--- src/rtl/timer_cmp_cap_if.sv ---
`timescale 1ns/1ps
// Peripheral-bus bundle for timer_cmp_cap.
// Write side: waddr_i (byte address), data_i (write data), sel_i (byte lanes), we_i (strobe).
// Read side:  raddr_i (byte address), rd_i (strobe), data_o (registered read data).
// master: the bus side driving requests; slave: the timer peripheral.
interface timer_cmp_cap_if;
    logic [7:0]  waddr_i;
    logic [31:0] data_i;
    logic [3:0]  sel_i;
    logic        we_i;
    logic [7:0]  raddr_i;
    logic        rd_i;
    logic [31:0] data_o;

    modport master (
        output waddr_i, data_i, sel_i, we_i, raddr_i, rd_i,
        input  data_o
    );

    modport slave (
        input  waddr_i, data_i, sel_i, we_i, raddr_i, rd_i,
        output data_o
    );
endinterface

--- src/rtl/timer_cmp_cap.sv ---
`timescale 1ns/1ps
// 32-bit general-purpose timer: prescaled up-counter with programmable
// period, PWM compare output pair and edge-selectable input capture.
// Ports:
//   clk, rst_n  - system clock, asynchronous active-low reset
//   bus         - register bus (slave modport of timer_cmp_cap_if)
//   cmpo_p_o    - registered PWM output, high while CNT < CMP
//   cmpo_n_o    - complement of cmpo_p_o, forced low when disabled
//   cap_i       - asynchronous capture input
//   irq_o       - level interrupt from enabled OVF/CMP/CAP flags
// Registers (offset[4:0]): 0x00 CTRL, 0x04 CNT, 0x08 TOP, 0x0C CMP,
//   0x10 CAP (ro), 0x14 STAT (W1C). Other offsets read 0.
module timer_cmp_cap #(
    parameter int unsigned PSC_W    = 8,
    parameter int unsigned CAP_SYNC = 2
) (
    input  logic           clk,
    input  logic           rst_n,
    timer_cmp_cap_if.slave bus,
    output logic           cmpo_p_o,
    output logic           cmpo_n_o,
    input  logic           cap_i,
    output logic           irq_o
);

    localparam logic [4:0] OFF_CTRL = 5'h00;
    localparam logic [4:0] OFF_CNT  = 5'h04;
    localparam logic [4:0] OFF_TOP  = 5'h08;
    localparam logic [4:0] OFF_CMP  = 5'h0C;
    localparam logic [4:0] OFF_CAP  = 5'h10;
    localparam logic [4:0] OFF_STAT = 5'h14;

    // Writable CTRL bits: [6:0] control/enables, PSC field from bit 8.
    localparam logic [31:0] CTRL_MASK = 32'h0000_007F | (((32'd1 << PSC_W) - 32'd1) << 8);

    function automatic logic [31:0] lane_merge(input logic [31:0] cur,
                                               input logic [31:0] wdat,
                                               input logic [3:0]  sel);
        logic [31:0] res;
        res = cur;
        for (int unsigned i = 0; i < 4; i++) begin
            if (sel[i]) res[8*i +: 8] = wdat[8*i +: 8];
        end
        return res;
    endfunction

    logic [4:0]          woff;
    logic [4:0]          roff;
    logic                wr_ctrl, wr_cnt, wr_top, wr_cmp, wr_stat;
    logic [31:0]         ctrl_q, cnt_q, top_q, cmp_q, cap_q;
    logic [31:0]         rdata, rdata_q;
    logic [3:0]          stat_q, stat_set, stat_clr;
    logic                en, cap_en, ovf_ie, cmp_ie, cap_ie;
    logic [1:0]          cap_edge;
    logic [PSC_W-1:0]    psc, psc_cnt_q;
    logic                tick;
    logic [31:0]         cnt_inc;
    logic                ovf_set, cmp_set;
    logic [CAP_SYNC-1:0] cap_sync_q;
    logic                cap_s, cap_prev_q, cap_rise, cap_fall, cap_hit, cap_evt_q;
    logic                cmpo_p_q;
    logic                unused;

    // Only offset[4:0] is decoded.
    assign unused = &{1'b0, bus.waddr_i[7:5], bus.raddr_i[7:5]};

    assign woff    = bus.waddr_i[4:0];
    assign roff    = bus.raddr_i[4:0];
    assign wr_ctrl = bus.we_i && (woff == OFF_CTRL);
    assign wr_cnt  = bus.we_i && (woff == OFF_CNT) && (|bus.sel_i);
    assign wr_top  = bus.we_i && (woff == OFF_TOP);
    assign wr_cmp  = bus.we_i && (woff == OFF_CMP);
    assign wr_stat = bus.we_i && (woff == OFF_STAT);

    assign en       = ctrl_q[0];
    assign cap_en   = ctrl_q[1];
    assign cap_edge = ctrl_q[3:2];
    assign ovf_ie   = ctrl_q[4];
    assign cmp_ie   = ctrl_q[5];
    assign cap_ie   = ctrl_q[6];
    assign psc      = ctrl_q[8 +: PSC_W];

    // Prescaler and counter.
    assign tick    = en && (psc_cnt_q == psc);
    assign cnt_inc = (cnt_q == top_q) ? '0 : cnt_q + 32'd1;
    // A CNT write in the same cycle suppresses the tick's flag side effects.
    assign ovf_set = tick && !wr_cnt && (cnt_q == top_q);
    assign cmp_set = tick && !wr_cnt && (cnt_inc == cmp_q);

    always_ff @(posedge clk or negedge rst_n) begin
        if (!rst_n) begin
            psc_cnt_q <= '0;
        end else if (!en || wr_cnt || tick) begin
            psc_cnt_q <= '0;
        end else begin
            psc_cnt_q <= psc_cnt_q + 1'b1;
        end
    end

    always_ff @(posedge clk or negedge rst_n) begin
        if (!rst_n) begin
            cnt_q <= '0;
        end else if (wr_cnt) begin
            cnt_q <= lane_merge(cnt_q, bus.data_i, bus.sel_i);
        end else if (tick) begin
            cnt_q <= cnt_inc;
        end
    end

    always_ff @(posedge clk or negedge rst_n) begin
        if (!rst_n) begin
            ctrl_q <= '0;
            top_q  <= '1;
            cmp_q  <= '0;
        end else begin
            if (wr_ctrl) ctrl_q <= lane_merge(ctrl_q, bus.data_i, bus.sel_i) & CTRL_MASK;
            if (wr_top)  top_q  <= lane_merge(top_q, bus.data_i, bus.sel_i);
            if (wr_cmp)  cmp_q  <= lane_merge(cmp_q, bus.data_i, bus.sel_i);
        end
    end

    // Capture path: synchronizer, edge detector, then the qualified edge is
    // registered once so CNT is sampled CAP_SYNC+1 clocks after the first
    // synchronizer stage sees the pin.
    assign cap_s    = cap_sync_q[CAP_SYNC-1];
    assign cap_rise = cap_s && !cap_prev_q;
    assign cap_fall = !cap_s && cap_prev_q;
    assign cap_hit  = cap_en && ((cap_edge[0] && cap_rise) || (cap_edge[1] && cap_fall));

    always_ff @(posedge clk or negedge rst_n) begin
        if (!rst_n) begin
            cap_sync_q <= '0;
            cap_prev_q <= 1'b0;
            cap_evt_q  <= 1'b0;
            cap_q      <= '0;
        end else begin
            cap_sync_q <= CAP_SYNC'({cap_sync_q, cap_i});
            cap_prev_q <= cap_s;
            cap_evt_q  <= cap_hit;
            if (cap_evt_q) cap_q <= cnt_q;
        end
    end

    // Status flags: hardware set takes priority over a same-cycle W1C.
    assign stat_set = {cap_evt_q && stat_q[2], cap_evt_q, cmp_set, ovf_set};
    assign stat_clr = (wr_stat && bus.sel_i[0]) ? bus.data_i[3:0] : 4'd0;

    always_ff @(posedge clk or negedge rst_n) begin
        if (!rst_n) begin
            stat_q <= '0;
        end else begin
            stat_q <= (stat_q & ~stat_clr) | stat_set;
        end
    end

    // Compare outputs.
    always_ff @(posedge clk or negedge rst_n) begin
        if (!rst_n) begin
            cmpo_p_q <= 1'b0;
        end else begin
            cmpo_p_q <= en && (cnt_q < cmp_q);
        end
    end

    assign cmpo_p_o = cmpo_p_q;
    assign cmpo_n_o = en && !cmpo_p_q;
    assign irq_o    = |(stat_q[2:0] & {cap_ie, cmp_ie, ovf_ie});

    // Register read.
    always_comb begin
        rdata = '0;
        case (roff)
            OFF_CTRL: rdata = ctrl_q;
            OFF_CNT:  rdata = cnt_q;
            OFF_TOP:  rdata = top_q;
            OFF_CMP:  rdata = cmp_q;
            OFF_CAP:  rdata = cap_q;
            OFF_STAT: rdata = {28'd0, stat_q};
            default:  rdata = '0;
        endcase
    end

    always_ff @(posedge clk or negedge rst_n) begin
        if (!rst_n) begin
            rdata_q <= '0;
        end else if (bus.rd_i) begin
            rdata_q <= rdata;
        end
    end

    assign bus.data_o = rdata_q;

endmodule

--- src/flat_wrapper.sv ---
// flat-port wrapper written by rule: the top's interface ports become plain ports
module timer_cmp_cap_flat 
#(
    parameter int unsigned PSC_W    = 8,
    parameter int unsigned CAP_SYNC = 2
)
  (clk, rst_n, cmpo_p_o, cmpo_n_o, cap_i, irq_o, bus_waddr_i, bus_data_i, bus_sel_i, bus_we_i, bus_raddr_i, bus_rd_i, bus_data_o);
  timer_cmp_cap_if bus_i ();
  input  logic clk;
  input  logic rst_n;
  output logic cmpo_p_o;
  output logic cmpo_n_o;
  input  logic cap_i;
  output logic irq_o;
  input wire logic [$bits(bus_i.waddr_i)-1:0] bus_waddr_i;
  input wire logic [$bits(bus_i.data_i)-1:0] bus_data_i;
  input wire logic [$bits(bus_i.sel_i)-1:0] bus_sel_i;
  input wire logic [$bits(bus_i.we_i)-1:0] bus_we_i;
  input wire logic [$bits(bus_i.raddr_i)-1:0] bus_raddr_i;
  input wire logic [$bits(bus_i.rd_i)-1:0] bus_rd_i;
  output wire logic [$bits(bus_i.data_o)-1:0] bus_data_o;
  assign bus_i.waddr_i = bus_waddr_i;
  assign bus_i.data_i = bus_data_i;
  assign bus_i.sel_i = bus_sel_i;
  assign bus_i.we_i = bus_we_i;
  assign bus_i.raddr_i = bus_raddr_i;
  assign bus_i.rd_i = bus_rd_i;
  assign bus_data_o = bus_i.data_o;
  timer_cmp_cap #(.PSC_W(PSC_W), .CAP_SYNC(CAP_SYNC)) u_core (.clk(clk), .rst_n(rst_n), .bus(bus_i), .cmpo_p_o(cmpo_p_o), .cmpo_n_o(cmpo_n_o), .cap_i(cap_i), .irq_o(irq_o));
endmodule
--- config.mk ---
export PLATFORM = sky130hd
export DESIGN_NAME = timer_cmp_cap_flat
export DESIGN_NICKNAME = d
export VERILOG_FILES = /design/src/rtl/timer_cmp_cap_if.sv /design/src/rtl/timer_cmp_cap.sv /design/src/flat_wrapper.sv
export SDC_FILE = /design/constraint.sdc
export NUM_CORES = 1
export LEC_CHECK = 0
export ABC_CLOCK_PERIOD_IN_PS = 3800
export BUFFER_PORTS_ARGS = -buffer_cell sky130_fd_sc_hd__buf_2
export CAP_MARGIN = 20
export CORE_MARGIN = 4
export CORE_UTILIZATION = 55
export CTS_BUF_LIST = sky130_fd_sc_hd__clkbuf_16
export DETAILED_ROUTE_END_ITERATION = 6
export PLACE_DENSITY_LB_ADDON = 0.2
export SLEW_MARGIN = 10
export SYNTH_ARGS = -nofsm -noshare
export SYNTH_HDL_FRONTEND = slang
export SYNTH_SLANG_ARGS = --single-unit
export TNS_END_PERCENT = 1
--- constraint.sdc ---
create_clock -name clk -period 3.8 [get_ports clk]
set_clock_uncertainty 0.1 [all_clocks]
set_input_delay 0.38 -clock clk [delete_from_list [all_inputs] [get_ports clk]]
set_output_delay 0.38 -clock clk [all_outputs]
set_load 0.05 [all_outputs]
# Word-level counts from Yosys, hierarchy flattened
# Cells that the tools add are included.
[totals]
out_inout_bits = 35
reg_bits = 192
in_bits = 57
word_cells = 101
[op_classes]
mux = 10
reduce_logical = 46
order_cmp = 1
n_bitwise = 4
addsub = 2
n_eq_ne = 16
[ops]
columns = ["op", "n"]
rows = [
  ["32-bit one-hot mux with 6 select lines", 1],
  ["32-bit 2-to-1 mux", 3],
  ["32-bit == test", 2],
  ["8-bit 2-to-1 mux", 5],
  ["32-bit by 1-bit adder with 32-bit output (second input constant)", 1],
  ["32-bit less-than comparator", 1],
  ["2-bit AND reduction", 14],
  ["5-bit by 4-bit == test with 1-bit output (second input constant)", 4],
  ["1-bit logical AND", 19],
  ["5-bit == test (second input constant)", 3],
  ["5-bit by 3-bit == test with 1-bit output (second input constant)", 2],
  ["5-bit logical NOT", 2],
  ["8-bit by 1-bit adder with 8-bit output (second input constant)", 1],
  ["8-bit == test", 1],
  ["2-bit != test (second input constant)", 4],
  ["1-bit logical NOT", 5],
  ["4-bit AND", 1],
  ["4-bit 2-to-1 mux", 1],
  ["4-bit NOT", 1],
  ["4-bit bitwise OR", 1],
  ["4-bit OR reduction", 1],
  ["3-bit AND", 1],
  ["1-bit logical OR", 3],
  ["3-bit OR reduction", 1],
  ["2-bit nonzero test", 1],
]

# Longest topological paths before layout
[depth]
ltp_word = 7
ltp_mapped = 12
ltp_nobuf = 11

# Least setup slack after synthesis
# No wires, ideal clock.
[synth_path]
path_type = "register -> register"
start = "register u_core.cnt_q[17]"
end = "register u_core.stat_q[1]"
path_stages_with_launch = 12
setup_ps = 66
path_buffers = 2
arrival_time_ps = 2832
path_slack_ps = 803
required_time_ps = 3634
path_cell_list = "dfrtp_1 -> clkbuf_2 -> and4_1 -> nand4_2 -> clkbuf_1 -> or3_1 -> nor4_1 -> xnor2_1 -> a211oi_1 -> or4_1 -> nor4_2 -> a31o_1"
[synth_between]
elab_chain_cells = 5
word_cells_on_any_way = 6
[synth_lines]
columns = ["item", "line_no", "text"]
rows = [
  ["start, declared", "timer_cmp_cap.sv:50", "logic [31:0] ctrl_q, cnt_q, top_q, cmp_q, cap_q;"],
  ["start signal, assigned", "timer_cmp_cap.sv:104", "cnt_q <= lane_merge(cnt_q, bus.data_i, bus.sel_i);"],
  ["start signal, assigned", "timer_cmp_cap.sv:106", "cnt_q <= cnt_inc;"],
  ["32-bit by 1-bit adder with 32-bit output or 32-bit == test (tied branches)", "timer_cmp_cap.sv:85", "assign cnt_inc = (cnt_q == top_q) ? '0 : cnt_q + 32'd1;"],
  ["32-bit 2-to-1 mux *", "timer_cmp_cap.sv:85", ""],
  ["32-bit == test *", "timer_cmp_cap.sv:88", "assign cmp_set = tick && !wr_cnt && (cnt_inc == cmp_q);"],
  ["1-bit logical AND *", "timer_cmp_cap.sv:88", ""],
  ["4-bit bitwise OR *", "timer_cmp_cap.sv:152", "stat_q <= (stat_q & ~stat_clr) | stat_set;"],
  ["end signal, assigned", "timer_cmp_cap.sv:152", ""],
  ["end, declared", "timer_cmp_cap.sv:52", "logic [3:0] stat_q, stat_set, stat_clr;"],
]
# Every way passes the cells marked *; elsewhere a longest branch is shown, timed or not.
# A chain may end at the register's enable or synchronous reset.

# Worst setup path after layout
[layout_path]
start = "register u_core.top_q[4]"
end = "register u_core.stat_q[1]"
[layout_between]
elab_chain_cells = 5
[layout_lines]
columns = ["item", "line_no", "text"]
rows = [
  ["start, declared", "timer_cmp_cap.sv:50", ""],
  ["start signal, assigned", "timer_cmp_cap.sv:117", "if (wr_top) top_q <= lane_merge(top_q, bus.data_i, bus.sel_i);"],
  ["32-bit == test", "timer_cmp_cap.sv:85", ""],
  ["32-bit 2-to-1 mux", "timer_cmp_cap.sv:85", ""],
  ["32-bit == test", "timer_cmp_cap.sv:88", ""],
  ["1-bit logical AND", "timer_cmp_cap.sv:88", ""],
  ["4-bit bitwise OR", "timer_cmp_cap.sv:152", ""],
]
# Every way passes these cells.

==> flow_summary_export.csv <==
group,metric,value,unit
setup_path,cp_data_arrival_time,3800,ps
route,firstDrtPassIters,7,
power_and_ir_drop,p_per_area,483,nW/um^2
die,die_w,150,um
synth,synth_area,11100,sq um
layout,fillCellCount,1675,
die,fp.dieArea,22400,sq um
global_route,grt_pass1_vias,8882,
clocking,htreeDepth,4,
clocking,numCtsBuffers,17,
layout,syn_to_final_growth,13.4,%
route,routed_wl,31.3,mm
setup_path,path_max_fanout,11,
global_route,grt_pass1_wl,49.8,mm
die,start_util,56.4,%
clocking,cts.repair.resized,0,
hold_path,hold_path_class,"input pin to flop",
clocking,ctsRootBufferMaster,"clkbuf_16",
run_status,status,"finished, violations left",
global_route,grt_max_degree,95,
placed_design,dp_hpwl,22.8,mm
setup_path,cp_cell_sequence,"xor2_1, nor4_1, nand4_1, or2_1, a211oi_1, o32ai_1, or4_1, nor4_2, a31o_1",
synth,synth.avg_cell_area,10.1,sq um
global_route,grt_usage,28.7,%
clocking,cts_num_sinks,192,
global_route,antenna_found_initial,0,
synth,ys.flop_type,"dfrtp_1",
placed_design,gp_congestion,0.951,
power_and_ir_drop,p_seq_share,44.1,%
setup_path,end_kind,"flop",
power_and_ir_drop,ir_drop,0.311,mV
sta,min_period,3520,ps
sta,max_freq,284,MHz
synth,async_flop_share,100,%
synth,synthCells,1097,
global_route,grt_overflow,0,
layout,final_area,12500,sq um
power_and_ir_drop,pwr-share-comb,26.7,%
synth,synth_seq_area_share,43.8,%
layout,multiInputGateArea,5650,sq um
setup_path,cp-start-kind,"flop",
layout,fin_util,64.0,%
power_and_ir_drop,power.leakage,0.00569,uW
layout,drive_above_1_share,26.5,%
run_status,violations,"DRC",
placed_design,place_area,11900,sq um
power_and_ir_drop,pwr-share-clk,29.1,%
clocking,cts.clk_slew.worst_paths,80,ps
setup_path,critPathMaxStageDelay,570,ps
route,detail-route-antenna-nets,0,
sta,rsz0062_at_grt,"false",
die,io_pins,92,
sta,finalSetupTns,0,ps
sta,slew_headroom,38.3,%
sta,setup_viol,0,
power_and_ir_drop,p_int,3920,uW
die,num_rows,51,
synth,syn_nets,1187,
placed_design,numPortBuffers,85,
sta,hold_viol_final,0,
clocking,cts_tree,"done",
setup_path,cp.required,4080,ps
setup_path,slowest_stage,"nor4_1",
sta,tightestPinTransition,921,ps
run,max-cap-violations,0,
route,drt_iter0_markers,945,
sta,min_period_over_period,92.6,%
die,core,19600,sq um
layout,fin_nets,1274,
clocking,insertion_delay,440,ps
setup_path,path_class,"flop to flop",
synth,yosysWarnings,0,
synth,synth_edf_count,0,
route,via_per_inst,6.17,
power_and_ir_drop,power_switching,2130,uW
synth,ys_ff_latch,192,
clocking,clockBufferDepth,2,
route,drc,8,
sta,drv_slew,0,
die,die_h,150,um
layout,register_area,4840,sq um
synth,ys_types,64,
route,wl_per_cell,21.4,um
route,vias,9020,
power_and_ir_drop,switching_share,35.3,%
-- sequential cells by signal, indices dropped and copies added, names as in the netlist --
name and cells:
u_core.bus.data_o 32, u_core.cap_q 32, u_core.cmp_q 32, u_core.cnt_q 32, u_core.top_q 32, u_core.ctrl_q 15, u_core.psc_cnt_q 8, u_core.stat_q 4
u_core.cap_sync_q 2, u_core.cap_evt_q 1, u_core.cap_prev_q 1, u_core.cmpo_p_o 1
-- placed cells by master, fill, tap and decap left out, types with 4 or more instances in the layout --
cell       synthesis  final
nand2b_1           6      6
buf_4              4     46
buf_2              8     84
a211oi_1           9      9
a22oi_1           16     16
dfstp_2           32     32
xnor2_1           31     31
a32oi_1            6      6
mux2i_1            4      4
o22ai_1           40     40
a221oi_1          11     11
a21oi_1           40     40
o32ai_1            4      4
clkinv_4           0      4
a222oi_1          29     29
a21o_1            18     18
nand3_1           24     24
nor4_1            22     21
a21boi_0          18     18
a31oi_1            4      4
a41oi_1            4      4
nand4_1           16     16
inv_6              0      4
xor2_1            54     54
nor2_1            58     56
and3_1             4      4
o21ai_0           41     41
nor3_1            29     27
and4_1             7      7
mux2_2           110    110
clkbuf_16          0     17
ha_1              33     33
dfrtp_1          160    160
and2_1             6      6
nand2_1           66     66
o31ai_1            6      6
inv_1             82     83
or4_1              6      6
-- power groups by stage --
stage                     registers (uW)  clock network (uW)  logic [uW]
after floorplan                     2580                   0        1120
after detailed placement            2700                   0        1580
final                               2670                1760        1620
after CTS                           2660                1780        1600
after global placement              2680                   0        1560
after global routing                2710                1880        1800
-- logic make-up (layout without fill, tap and decap cells) --
kind of cell    after synthesis  after routing  synth area share (%)
other cells                   0              1                     0
simple gates                262            262                  12.0
fa+ha+maj                    33             33                  3.74
mux                         114            114                  11.6
compound gates              262            262                  16.7
xor+xnor                     86             86                  6.94
flops                       192            192                  43.8
buf+inv                     148            248                  5.30
-- Yosys cell counts, types with 2 or more instances --
cell,instances,area [sq um]
dfrtp_1,160,4000
mux2_2,110,1240
inv_1,82,308
nand2_1,66,248
nor2_1,58,218
xor2_1,54,473
clkbuf_1,47,176
o21ai_0,41,205
a21oi_1,40,200
o22ai_1,40,250
ha_1,33,413
dfstp_2,32,841
xnor2_1,31,272
a222oi_1,29,290
nor3_1,29,145
nand3_1,24,120
nor4_1,22,138
a21boi_0,18,135
a21o_1,18,135
a22oi_1,16,120
nand4_1,16,100
a221oi_1,11,96.3
a211oi_1,9,67.6
buf_2,8,40.0
and4_1,7,61.3
a32oi_1,6,52.6
and2_1,6,37.5
nand2b_1,6,37.5
o31ai_1,6,45.0
or4_1,6,45.0
buf_1,5,18.8
nor3b_1,5,37.5
a31oi_1,4,25.0
a41oi_1,4,35.0
and3_1,4,25.0
buf_4,4,30.0
mux2i_1,4,40.0
o32ai_1,4,35.0
nand3b_1,3,22.5
a22o_1,2,17.5
nor2b_1,2,12.5
o221a_2,2,22.5
or3_1,2,12.5
-- metal layers --
| metal | global-route usage [%] | share of wire (%) | vias to the layer above |
|---|---|---|---|
| met5 | 0 | 0 | - |
| met4 | 10.4 | 3.0 | 0 |
| met3 | 6.33 | 6.4 | 60 |
| met2 | 45.5 | 47 | 322 |
| met1 | 38.9 | 44 | 4428 |
| li1 | - | - | 4210 |
-- critical path, delay by kind of cell, from the launching register on --
kind / cells / cell delay, ps
flip-flops: 1 / 560
XOR/XNOR: 1 / 160
AND/OR/NAND/NOR: 5 / 2070
AO/OA/AOI/OAI: 3 / 570
-- layout make-up --
cell class | instances | area share (%)
multi-input cells | 757 | 45.1
inverters | 82 | 2.45
diodes | 1 | 0.0200
repair buffers | 134 | 6.54
flip-flops and latches | 192 | 38.6
clock buffers | 17 | 3.39
well taps | 265 | 2.64
clock inverters | 15 | 1.22
-- final timing paths --
check | start | to | slack [ps] | cells after the start
max | u_core.top_q[4]$_DFFE_PN1P_ | u_core.stat_q[1]$_DFF_PN0_ | 280 | 9
min | bus_data_i[30] | u_core.cmp_q[30]$_DFFE_PN0P_ | 100 | 2
max reg2reg | u_core.top_q[4]$_DFFE_PN1P_ | u_core.stat_q[1]$_DFF_PN0_ | 280 | 9
min reg2reg | u_core.cap_sync_q[0]$_DFF_PN0_ | u_core.cap_sync_q[1]$_DFF_PN0_ | 250 | 0
max in group asynchronous | rst_n | u_core.top_q[12]$_DFFE_PN1P_ | 2220 | 3
min in group asynchronous | rst_n | u_core.bus.data_o[30]$_DFFE_PN0P_ | 480 | 2
-- metrics by stage --
| step | setup WS, ps | total power [uW] | hold WS (ps) | std cells |
|---|---|---|---|---|
| 2_1_floorplan | 803 | 3700 | -15.6 | 1097 |
| 3_5_place_dp | 421 | 4280 | 236 | 1428 |
| 5_1_grt | 93.5 | 6380 | 100 | 1462 |
| 3_3_place_gp | 445 | 4250 | 233 | 1428 |
| 4_1_cts | 356 | 6050 | 101 | 1462 |
| 6_report | 281 | 6050 | 105 | 1463 |
-- what timing repair did --
item                      in CTS  in global routing
hold endpoints to repair      77                  0
hold buffers                   2                  0
buffers inserted               0                  0
Note: power is estimated with default switching activity, not from simulation.
